[config.mk]
export PLATFORM = sky130hd
export DESIGN_NAME = fetch
export DESIGN_NICKNAME = d
export VERILOG_FILES = /design/src/rtl/fetch_pkg.sv /design/src/rtl/fetch_buffer.sv /design/src/rtl/fetch.sv
export SDC_FILE = /design/constraint.sdc
export NUM_CORES = 1
export LEC_CHECK = 0
export ABC_CLOCK_PERIOD_IN_PS = 3900
export BUFFER_PORTS_ARGS = -buffer_cell sky130_fd_sc_hd__buf_2
export CORE_MARGIN = 5
export CORE_UTILIZATION = 40
export CTS_CLUSTER_DIAMETER = 40
export DETAILED_ROUTE_END_ITERATION = 12
export SYNTH_ARGS = -nofsm -noshare
export SYNTH_HDL_FRONTEND = slang
export SYNTH_SLANG_ARGS = --single-unit
[constraint.sdc]
create_clock -name clk_i -period 3.9 [get_ports clk_i]
set_clock_uncertainty 0.05 [all_clocks]
set_input_delay 0.39 -clock clk_i [delete_from_list [all_inputs] [get_ports clk_i]]
set_output_delay 0.39 -clock clk_i [all_outputs]
set_load 0.01 [all_outputs]
[src/rtl/fetch_pkg.sv]
// Shared types and constants for the instruction fetch unit.
package fetch_pkg;

    localparam int unsigned PC_MAX_W         = 64;
    localparam int unsigned INSTR_WORD_BYTES = 4;

    // pc is stored zero-extended so one entry type serves every XLEN up to 64.
    typedef struct packed {
        logic [PC_MAX_W-1:0] pc;
        logic [31:0]         instr;
        logic                filled;
    } fetch_entry_t;

endpackage

[src/rtl/fetch_buffer.sv]
// Circular buffer of fetch entries: allocated on request, filled in order by
// memory responses, popped from the head by decode, cleared on flush.
module fetch_buffer
    import fetch_pkg::*;
#(
    parameter int unsigned XLEN  = 32,
    parameter int unsigned DEPTH = 4
) (
    input  logic                   i_clk,
    input  logic                   i_rst_n,
    input  logic                   i_alloc,
    input  logic [XLEN-1:0]        i_allocPc,
    input  logic                   i_fill,
    input  logic [31:0]            i_fillData,
    input  logic                   i_pop,
    input  logic                   i_flush,
    output fetch_entry_t           o_head,
    output logic                   o_headFilled,
    output logic [$clog2(DEPTH):0] o_count,
    output logic [$clog2(DEPTH):0] o_unfilled
);
    localparam int unsigned PTR_W = $clog2(DEPTH);
    localparam int unsigned CNT_W = PTR_W + 1;

    fetch_entry_t     r_entries [DEPTH];
    logic [PTR_W-1:0] r_head;
    logic [PTR_W-1:0] r_tail;
    logic [PTR_W-1:0] r_fill;
    logic [CNT_W-1:0] r_count;
    logic [CNT_W-1:0] r_unfilled;

    assign o_head       = r_entries[r_head];
    assign o_headFilled = (r_count != '0) && r_entries[r_head].filled;
    assign o_count      = r_count;
    assign o_unfilled   = r_unfilled;

    // Fill never targets the tail slot: that would need zero or DEPTH unfilled entries.
    always_ff @(posedge i_clk or negedge i_rst_n) begin
        if (!i_rst_n) begin
            for (int i = 0; i < DEPTH; i++) begin
                r_entries[i] <= '0;
            end
            r_head     <= '0;
            r_tail     <= '0;
            r_fill     <= '0;
            r_count    <= '0;
            r_unfilled <= '0;
        end else if (i_flush) begin
            r_head     <= '0;
            r_tail     <= '0;
            r_fill     <= '0;
            r_count    <= '0;
            r_unfilled <= '0;
        end else begin
            if (i_alloc) begin
                r_entries[r_tail] <= '{pc: PC_MAX_W'(i_allocPc), instr: 32'h0, filled: 1'b0};
                r_tail            <= r_tail + PTR_W'(1);
            end
            if (i_fill) begin
                r_entries[r_fill].instr  <= i_fillData;
                r_entries[r_fill].filled <= 1'b1;
                r_fill                   <= r_fill + PTR_W'(1);
            end
            if (i_pop) begin
                r_head <= r_head + PTR_W'(1);
            end
            r_count    <= r_count + CNT_W'(i_alloc) - CNT_W'(i_pop);
            r_unfilled <= r_unfilled + CNT_W'(i_alloc) - CNT_W'(i_fill);
        end
    end

endmodule

[src/rtl/fetch.sv]
// Instruction fetch: PC sequencing, credit-limited memory requests, stale
// response dropping after redirects, and an in-order buffer toward decode.
module fetch
    import fetch_pkg::*;
#(
    parameter int unsigned     XLEN     = 32,
    parameter logic [XLEN-1:0] RESET_PC = XLEN'(32'h0000_0000),
    parameter int unsigned     DEPTH    = 4
) (
    input  logic            clk_i,
    input  logic            rst_ni,
    input  logic            redirect_valid_i,
    input  logic [XLEN-1:0] redirect_pc_i,
    output logic            imem_req_valid_o,
    input  logic            imem_req_ready_i,
    output logic [XLEN-1:0] imem_req_addr_o,
    input  logic            imem_rsp_valid_i,
    input  logic [31:0]     imem_rsp_data_i,
    output logic            valid_o,
    input  logic            ready_i,
    output logic [31:0]     instr_o,
    output logic [XLEN-1:0] pc_o
);
    localparam int unsigned CNT_W = $clog2(DEPTH) + 1;
    localparam logic [XLEN-1:0] ALIGN_MASK = ~XLEN'(3);

    logic             r_started;
    logic [XLEN-1:0]  r_pc;
    logic [CNT_W-1:0] r_dropCnt;

    fetch_entry_t     w_head;
    logic             w_headFilled;
    logic [CNT_W-1:0] w_count;
    logic [CNT_W-1:0] w_unfilled;
    logic [CNT_W:0]   w_inUse;
    logic             w_credit;
    logic             w_reqFire;
    logic             w_pop;
    logic             w_drop;
    logic             w_fill;
    logic             w_unusedHead;

    // Outstanding stale responses still occupy credit so every response has a home.
    assign w_inUse          = {1'b0, w_count} + {1'b0, r_dropCnt};
    assign w_credit         = w_inUse < (CNT_W + 1)'(DEPTH);
    assign imem_req_valid_o = r_started && !redirect_valid_i && w_credit;
    assign imem_req_addr_o  = r_pc;
    assign w_reqFire        = imem_req_valid_o && imem_req_ready_i;

    assign valid_o      = w_headFilled && !redirect_valid_i;
    assign instr_o      = w_head.instr;
    assign pc_o         = w_head.pc[XLEN-1:0];
    assign w_pop        = valid_o && ready_i;
    assign w_unusedHead = &{1'b0, w_head};

    assign w_drop = imem_rsp_valid_i && (r_dropCnt != '0);
    assign w_fill = imem_rsp_valid_i && !w_drop && !redirect_valid_i;

    // A response in a redirect cycle retires either a drop credit or an unfilled slot.
    always_ff @(posedge clk_i or negedge rst_ni) begin
        if (!rst_ni) begin
            r_started <= 1'b0;
            r_pc      <= RESET_PC & ALIGN_MASK;
            r_dropCnt <= '0;
        end else begin
            r_started <= 1'b1;
            if (redirect_valid_i) begin
                r_pc      <= redirect_pc_i & ALIGN_MASK;
                r_dropCnt <= r_dropCnt + w_unfilled - CNT_W'(imem_rsp_valid_i);
            end else begin
                if (w_reqFire) begin
                    r_pc <= r_pc + XLEN'(INSTR_WORD_BYTES);
                end
                if (w_drop) begin
                    r_dropCnt <= r_dropCnt - CNT_W'(1);
                end
            end
        end
    end

    fetch_buffer #(
        .XLEN  (XLEN),
        .DEPTH (DEPTH)
    ) u_buffer (
        .i_clk        (clk_i),
        .i_rst_n      (rst_ni),
        .i_alloc      (w_reqFire),
        .i_allocPc    (r_pc),
        .i_fill       (w_fill),
        .i_fillData   (imem_rsp_data_i),
        .i_pop        (w_pop),
        .i_flush      (redirect_valid_i),
        .o_head       (w_head),
        .o_headFilled (w_headFilled),
        .o_count      (w_count),
        .o_unfilled   (w_unfilled)
    );

endmodule

# Yosys cells after proc, flatten, opt, wreduce, memory -nomap -nowiden

Cells that the tools add are included.

Input port bits: 70
Bits in registers: 436
Word-level logic and storage cells: 87
Output and inout bits: 98

Multiplexer cells: 27
Bitwise gates (word level): 3
Magnitude comparators: 6
Add/subtract/negate cells: 12
Reductions and logical operators: 19

Operators with widths:

| kind                                               | number |
|---|---|
| bitwise mux 388 bit                                | 3 |
| 2-to-1 mux 388 bit                                 | 3 |
| demux 97 bit (select 2 bit)                        | 3 |
| binary-select mux 97 bit (select 2 bit)            | 1 |
| 2-to-1 mux 65 bit                                  | 2 |
| 2-to-1 mux 97 bit                                  | 1 |
| 2-to-1 mux 32 bit                                  | 2 |
| 2-to-1 mux 33 bit                                  | 1 |
| adder 32 x 3 -> 32 bit, second input constant      | 1 |
| 2-to-1 mux 2 bit                                   | 6 |
| 2-to-1 mux 3 bit                                   | 4 |
| logical AND 1 bit                                  | 11 |
| >= comparator 3 bit, second input constant         | 3 |
| inverter 2 -> 3 bit                                | 3 |
| subtractor 3 x 1 -> 3 bit                          | 3 |
| nonzero test 2 bit                                 | 4 |
| adder 2 x 1 -> 2 bit, second input constant        | 3 |
| adder 3 x 1 -> 3 bit                               | 2 |
| < comparator 3 x 1 -> 1 bit, second input constant | 2 |
| nonzero test 3 bit                                 | 2 |
| adder 3 x 3 -> 4 bit                               | 1 |
| < comparator 4 x 3 -> 1 bit, second input constant | 1 |
| adder 3 bit                                        | 1 |
| subtractor 3 x 1 -> 3 bit, second input constant   | 1 |
| 2 further kinds                                    | 3 |

# Depth between registers and ports, before layout

Depth in word-level cells: 11
Gate-level depth with buffers: 13
Depth with buffers taken out: 11

# Modules after synthesis

From an unflattened synthesis, not the netlist that was laid out.

Cell total of the unflattened synthesis: 1563
Area, all modules: 19690.1 µm²

Modules (own cells, without submodules):

| module       | seq. area each (µm²) | cells each | area each (µm²) | times used |
|---|---|---|---|---|
| fetch_buffer | 10009.6              | 1303       | 17490.5         | 1 |
| fetch        | 850.8                | 260        | 2199.6          | 1 |

# Least setup slack after synthesis

OpenSTA, ideal clock, no wires.

Path kind: register -> register
Start point: register r_dropCnt[2]
End point: register u_buffer.r_unfilled[2] (netlist: u_buffer.o_unfilled[2])
Setup time: 132 ps
Arrival time: 2614 ps
Path buffers: 2
Required time: 3718 ps
Slack: 1105 ps
Stages on the path, launching flop included: 14
Clock period less this slack: 2795 ps
Cells stage by stage: dfrtp_1 -> ha_1 -> nor3_1 -> and4_1 -> inv_2 -> buf_2 -> buf_1 -> ha_1 -> inv_1 -> ha_1 -> inv_1 -> fa_1 -> xnor2_1 -> nor2_1

Word-level cells in the longest chain between the ends: 7
Elaborated cells between the ends (all ways): 12
Classes of those cells: 3 x add/sub; 1 x order compare; 1 x mux; 7 x reduce/logical

RTL lines:

| item                                                                    | line                            | source |
|---|---|---|
| from (decl)                                                             | fetch.sv:29                     | `logic [CNT_W-1:0] r_dropCnt;` |
| from (signal assigned)                                                  | fetch.sv:69                     | `r_dropCnt <= r_dropCnt + w_unfilled - CNT_W'(imem_rsp_valid_i);` |
| from (signal assigned)                                                  | fetch.sv:75                     | `r_dropCnt <= r_dropCnt - CNT_W'(1);` |
| adder 3 x 3 -> 4 bit / nonzero test 3 bit (equally long branches)       | fetch.sv:44, fetch.sv:56        |  |
| < comparator 4 x 3 -> 1 bit / logical AND 1 bit (equally long branches) | fetch.sv:45, fetch.sv:56        |  |
| logical AND 1 bit / zero test 1 bit (equally long branches)             | fetch.sv:46, fetch.sv:57        |  |
| logical AND 1 bit (on tied branches)                                    | fetch.sv:48, fetch.sv:57        |  |
| adder 3 x 1 -> 3 bit / logical AND 1 bit (equally long branches)        | fetch_buffer.sv:68, fetch.sv:57 |  |
| subtractor 3 x 1 -> 3 bit *                                             | fetch_buffer.sv:68              | `r_unfilled <= r_unfilled + CNT_W'(i_alloc) - CNT_W'(i_fill);` |
| 2-to-1 mux 3 bit *                                                      | fetch_buffer.sv:48              | `end else if (i_flush) begin` |
| to (signal assigned)                                                    | fetch_buffer.sv:68              |  |
| to (decl)                                                               | fetch_buffer.sv:30              | `logic [CNT_W-1:0] r_unfilled;` |

Every way passes the cells marked *; elsewhere a longest branch is shown, timed or not.
A chain may end at the register's enable or synchronous reset.

# Worst setup path in the final report

Start point: register u_buffer.r_head[0]
End point: output instr_o[4]

Word-level cells in the longest chain between the ends: 4

RTL lines:

| item                                      | line               | source |
|---|---|---|
| from (decl)                               | fetch_buffer.sv:26 | `logic [PTR_W-1:0] r_head;` |
| from (signal assigned)                    | fetch_buffer.sv:65 | `r_head <= r_head + PTR_W'(1);` |
| inverter 2 -> 3 bit (implied by the code) | fetch_buffer.sv:32 | `assign o_head = r_entries[r_head];` |
| binary-select mux 97 bit (select 2 bit)   | fetch_buffer.sv:32 |  |
| 2-to-1 mux 65 bit (2 in series)           | --                 |  |
| to (decl)                                 | fetch.sv:21        | `output logic [31:0] instr_o,` |

Every way passes these cells. The select of a mux whose other input is x is not followed.

==> impl_metrics.csv <==
group,metric,value,unit
sta,fin_setup_tns,0,ns
grt,antenna_found_initial,2,
drt,drt-wirelength-per-cell,19.48,um
sta,drv_slew,0,
die,die_w,197.3,um
setup_path,critPathCaptureType,"output pin",
placement,placement.setup.worst_slack,0.9408,ns
job,max_cap_violations,0,
cells_and_area,finalCoreUtilization,49.42,%
die,design.portCount,168,
sta,count_of_final_setup_violators,0,
setup_path,timing.setup.critical_path_class,"register to output pin",
cells_and_area,synthToLayoutAreaGrowth,21.70,%
logic_synthesis,yosysSeqAreaShare,53.16,%
logic_synthesis,synth.top_cell.area_share,53.16,%
placement,place_hpwl,23430,um
die,die-area,38910,um^2
logic_synthesis,synth_area,14030,um^2
sta,clock.fmax,290.3,MHz
die,coreArea,34540,um^2
setup_path,top_fanout_value_on_the_critical_path,42,
sta,minimum_period_implied_by_the_final_worst_setup_slack,3.444,ns
logic_synthesis,yosysMostFrequentCell,"sky130_fd_sc_hd__nand2_1",
die,placement_rows,68,
clock_network,post_cts_hold_buffer_count,8,
setup_path,timing.reg2reg.setup_slack,1.08,ns
clock_network,cts.clk_slew.worst_paths,0.05,ns
logic_synthesis,yosys.area_share.adder,2.212,%
setup_path,crit_path_cell_trace,"buf_4, buf_4, mux4_2, buf_2",
grt,global_route_overflow,0,
pwr,power.density_cell_area,628.5,nW/um^2
grt,via_count_of_the_first_global_routing_pass,10600,
logic_synthesis,synth_top_family_by_area,"multiplexers",
setup_path,cp_slowest_stage_delay,0.68,ns
sta,slew-limit-headroom,42.29,%
logic_synthesis,synth_cells,1241,
clock_network,cts_tree,"built",
sta,max_slew.worst_pin.slew,0.8657,ns
pwr,leakagePower,7.858,nW
clock_network,cts_buffer_depth,3,
drt,via_count,10030,
logic_synthesis,synth_compound_area_share,8.313,%
clock_network,cts_num_sinks,298,
sta,final_hold_viol_count,0,
grt,maximum_number_of_pins_on_one_net_before_global_route_repair,103,
clock_network,cts_root_buf,"sky130_fd_sc_hd__clkbuf_16",
setup_path,critical_path.slowest_cell,"sky130_fd_sc_hd__buf_4",
placement,place.port_buffers,161,
min_path,hold_class,"input port to register",
logic_synthesis,synthesis.area_per_instance,11.30,um^2
logic_synthesis,synthXorXnorAreaFrac,0.8117,%
logic_synthesis,post-synth-top-area-cell,"sky130_fd_sc_hd__dfrtp_1",
drt,wl_final,36690,um
setup_path,cp_top_family,"buffers and inverters",
setup_path,critical_path.most_common_cell,"sky130_fd_sc_hd__buf_4",
clock_network,count_of_buffers_added_by_post_cts_timing_repair_for_setup,0,
logic_synthesis,ys.flop_type,"sky130_fd_sc_hd__dfrtp_1",
pwr,p_seq_share,38.8,%
drt,route.antenna.remaining_nets,0,
drt,drt-initial-drc-count,476,
setup_path,timing.critical_path.required,3.46,ns
setup_path,start_kind,"register",
logic_synthesis,synth_simple_gate_area_share,12.07,%
logic_synthesis,synthMuxAreaShare,19.55,%
clock_network,htree_num_levels,2,
logic_synthesis,post_synth_most_frequent_cells,"sky130_fd_sc_hd__nand2_1 (299), sky130_fd_sc_hd__dfrtp_1 (298), sky130_fd_sc_hd__o21ai_0 (158), sky130_fd_sc_hd__mux2_2 (114), sky130_fd_sc_hd__mux4_2 (63)",
sta,timing.final.ws_setup,0.4555,ns
logic_synthesis,synth-seq-cells,298,
logic_synthesis,yosys-top-cells-area,"sky130_fd_sc_hd__dfrtp_1 (53%), sky130_fd_sc_hd__mux4_2 (10%), sky130_fd_sc_hd__mux2_2 (9.2%)",
sta,min_period_over_period,88.32,%
grt,global_route.usage.total,19.10,%
clock_network,cts_inserted_buffers,49,
pwr,power.internal,7.766,mW
cells_and_area,drive_above_1_share,33.15,%
run_status,status,"finished, final reports clean",
die,initial_utilization,40.61,%
sta,rsz0062_at_grt,"false",
clock_network,post_cts_resize_count,0,
pwr,power,10.73,mW
drt,drt-vias-per-instance,5.327,
logic_synthesis,yosysWarningCount,0,
logic_synthesis,async_reset_ff_share,100.0,%
clock_network,clock_latency,0.55,ns
grt,wire_length_of_the_first_global_routing_pass,59660,um
pwr,switching_share,27.62,%
pwr,clockPowerShare,41.6,%
pwr,net-switching-power,2.964,mW
drt,detail_route.drc_violations,0,
logic_synthesis,yosysUniqueCellTypes,54,
setup_path,worstPathArrival,3.00,ns
pwr,p_comb_share,19.6,%
die,die_h,197.3,um
pwr,peakVddDrop,0.3960,mV
placement,routabilityCongestion,0.8380,
setup_path,worstPathBufferInverterCount,3,
logic_synthesis,number_of_enable_flip_flop_cells_after_synthesis,0,
drt,drt_pre_antenna_iters,5,
cells_and_area,finish.net_count,1484,
[worst reg2reg max path, delay by kind of cell (launching register included)]
family	cells	cell delay, ns
AND/OR/NAND/NOR	4	0.99
flip-flops	1	0.41
adder cells (fa/ha/maj)	1	0.30
buffers and inverters	3	0.85
AO/OA/AOI/OAI	1	0.07
[sequential cells by signal, indices dropped and copies added, names as in the netlist]
register,cells
u_buffer.r_head,2
u_buffer.r_fill,2
imem_req_addr_o,30
u_buffer.r_entries,252
u_buffer.o_count,3
r_started,1
u_buffer.o_unfilled,3
r_dropCnt,3
u_buffer.r_tail,2
[metal layers]
layer | wire length [um] | GRT usage [%]
met3 | 2183 | 3.940
met2 | 17080 | 30.54
met1 | 16650 | 26.84
met4 | 745 | 4.931
met5 | 26 | 0
[per-stage QoR]
step                      area (um^2)  std cells  hold WS [ns]
after detailed placement        15280       1787        0.4173
after global routing            17070       1882       0.03022
after CTS                       17070       1882      0.002666
final                           17070       1883       0.02821
after floorplan                 14040       1244       0.04441
after global placement          15280       1787        0.4081
[power by group through the flow]
| stage | clock [mW] | sequential (mW) | combinational (mW) |
|---|---|---|---|
| floorplan | 0 | 4.05 | 1.43 |
| global placement | 0 | 4.18 | 2.08 |
| detailed placement | 0 | 4.21 | 2.13 |
| CTS | 4.57 | 4.17 | 2.15 |
| global route | 4.69 | 4.25 | 2.34 |
| finish | 4.46 | 4.17 | 2.10 |
[path summary, 6_finish.rpt]
check	start	end	depth (start not counted)
max in group asynchronous	rst_ni	u_buffer.r_entries[199]$_DFFE_PN0N_	3
worst min-delay path	redirect_pc_i[21]	imem_req_addr_o[21]$_DFFE_PN0N_	3
worst max register to register	r_dropCnt[2]$_DFFE_PN0P_	u_buffer.r_entries[109]$_DFFE_PN0N_	9
min in group asynchronous	rst_ni	u_buffer.r_entries[218]$_DFFE_PN0N_	2
worst min register to register	u_buffer.r_entries[61]$_DFFE_PN0P_	u_buffer.r_entries[61]$_DFFE_PN0P_	2
worst max-delay path	u_buffer.r_head[0]$_DFFE_PN0P_	instr_o[4]	4
[cell families (layout without fill, tap and decap cells)]
logic type / count (synthesis) / in the layout
AND/OR/NAND/NOR: 394 / 394
flip-flops: 298 / 298
AO/OA/AOI/OAI: 206 / 206
multiplexers: 181 / 181
buffers and inverters: 124 / 307
adder cells (fa/ha/maj): 23 / 23
XOR/XNOR: 13 / 13
other: 2 / 6
[layout by cell type, fill, tap and decap left out, types with 17 or more instances in the layout]
cell type / synthesis / layout
sky130_fd_sc_hd__dfrtp_1: 298 / 296
sky130_fd_sc_hd__nand2_1: 299 / 295
sky130_fd_sc_hd__buf_2: 41 / 160
sky130_fd_sc_hd__o21ai_0: 158 / 158
sky130_fd_sc_hd__mux2_2: 114 / 114
sky130_fd_sc_hd__mux4_2: 63 / 63
sky130_fd_sc_hd__clkbuf_16: 0 / 49
sky130_fd_sc_hd__buf_4: 5 / 27
sky130_fd_sc_hd__nor2_1: 23 / 23
sky130_fd_sc_hd__nand3_1: 21 / 21
sky130_fd_sc_hd__ha_1: 20 / 20
sky130_fd_sc_hd__inv_1: 17 / 17
[cell type report]
class / instances / area, um^2
Sequential cell: 298 / 7465
Tap cell: 455 / 569.3
Inverter: 19 / 71.32
Multi-Input combinational cell: 822 / 6060
Timing Repair Buffer: 201 / 1199
Clock buffer: 60 / 1318
Fill cell: 3120 / 17470
Clock inverter: 27 / 387.9
Antenna cell: 1 / 2.502
Power figures use the tool's default switching activity.
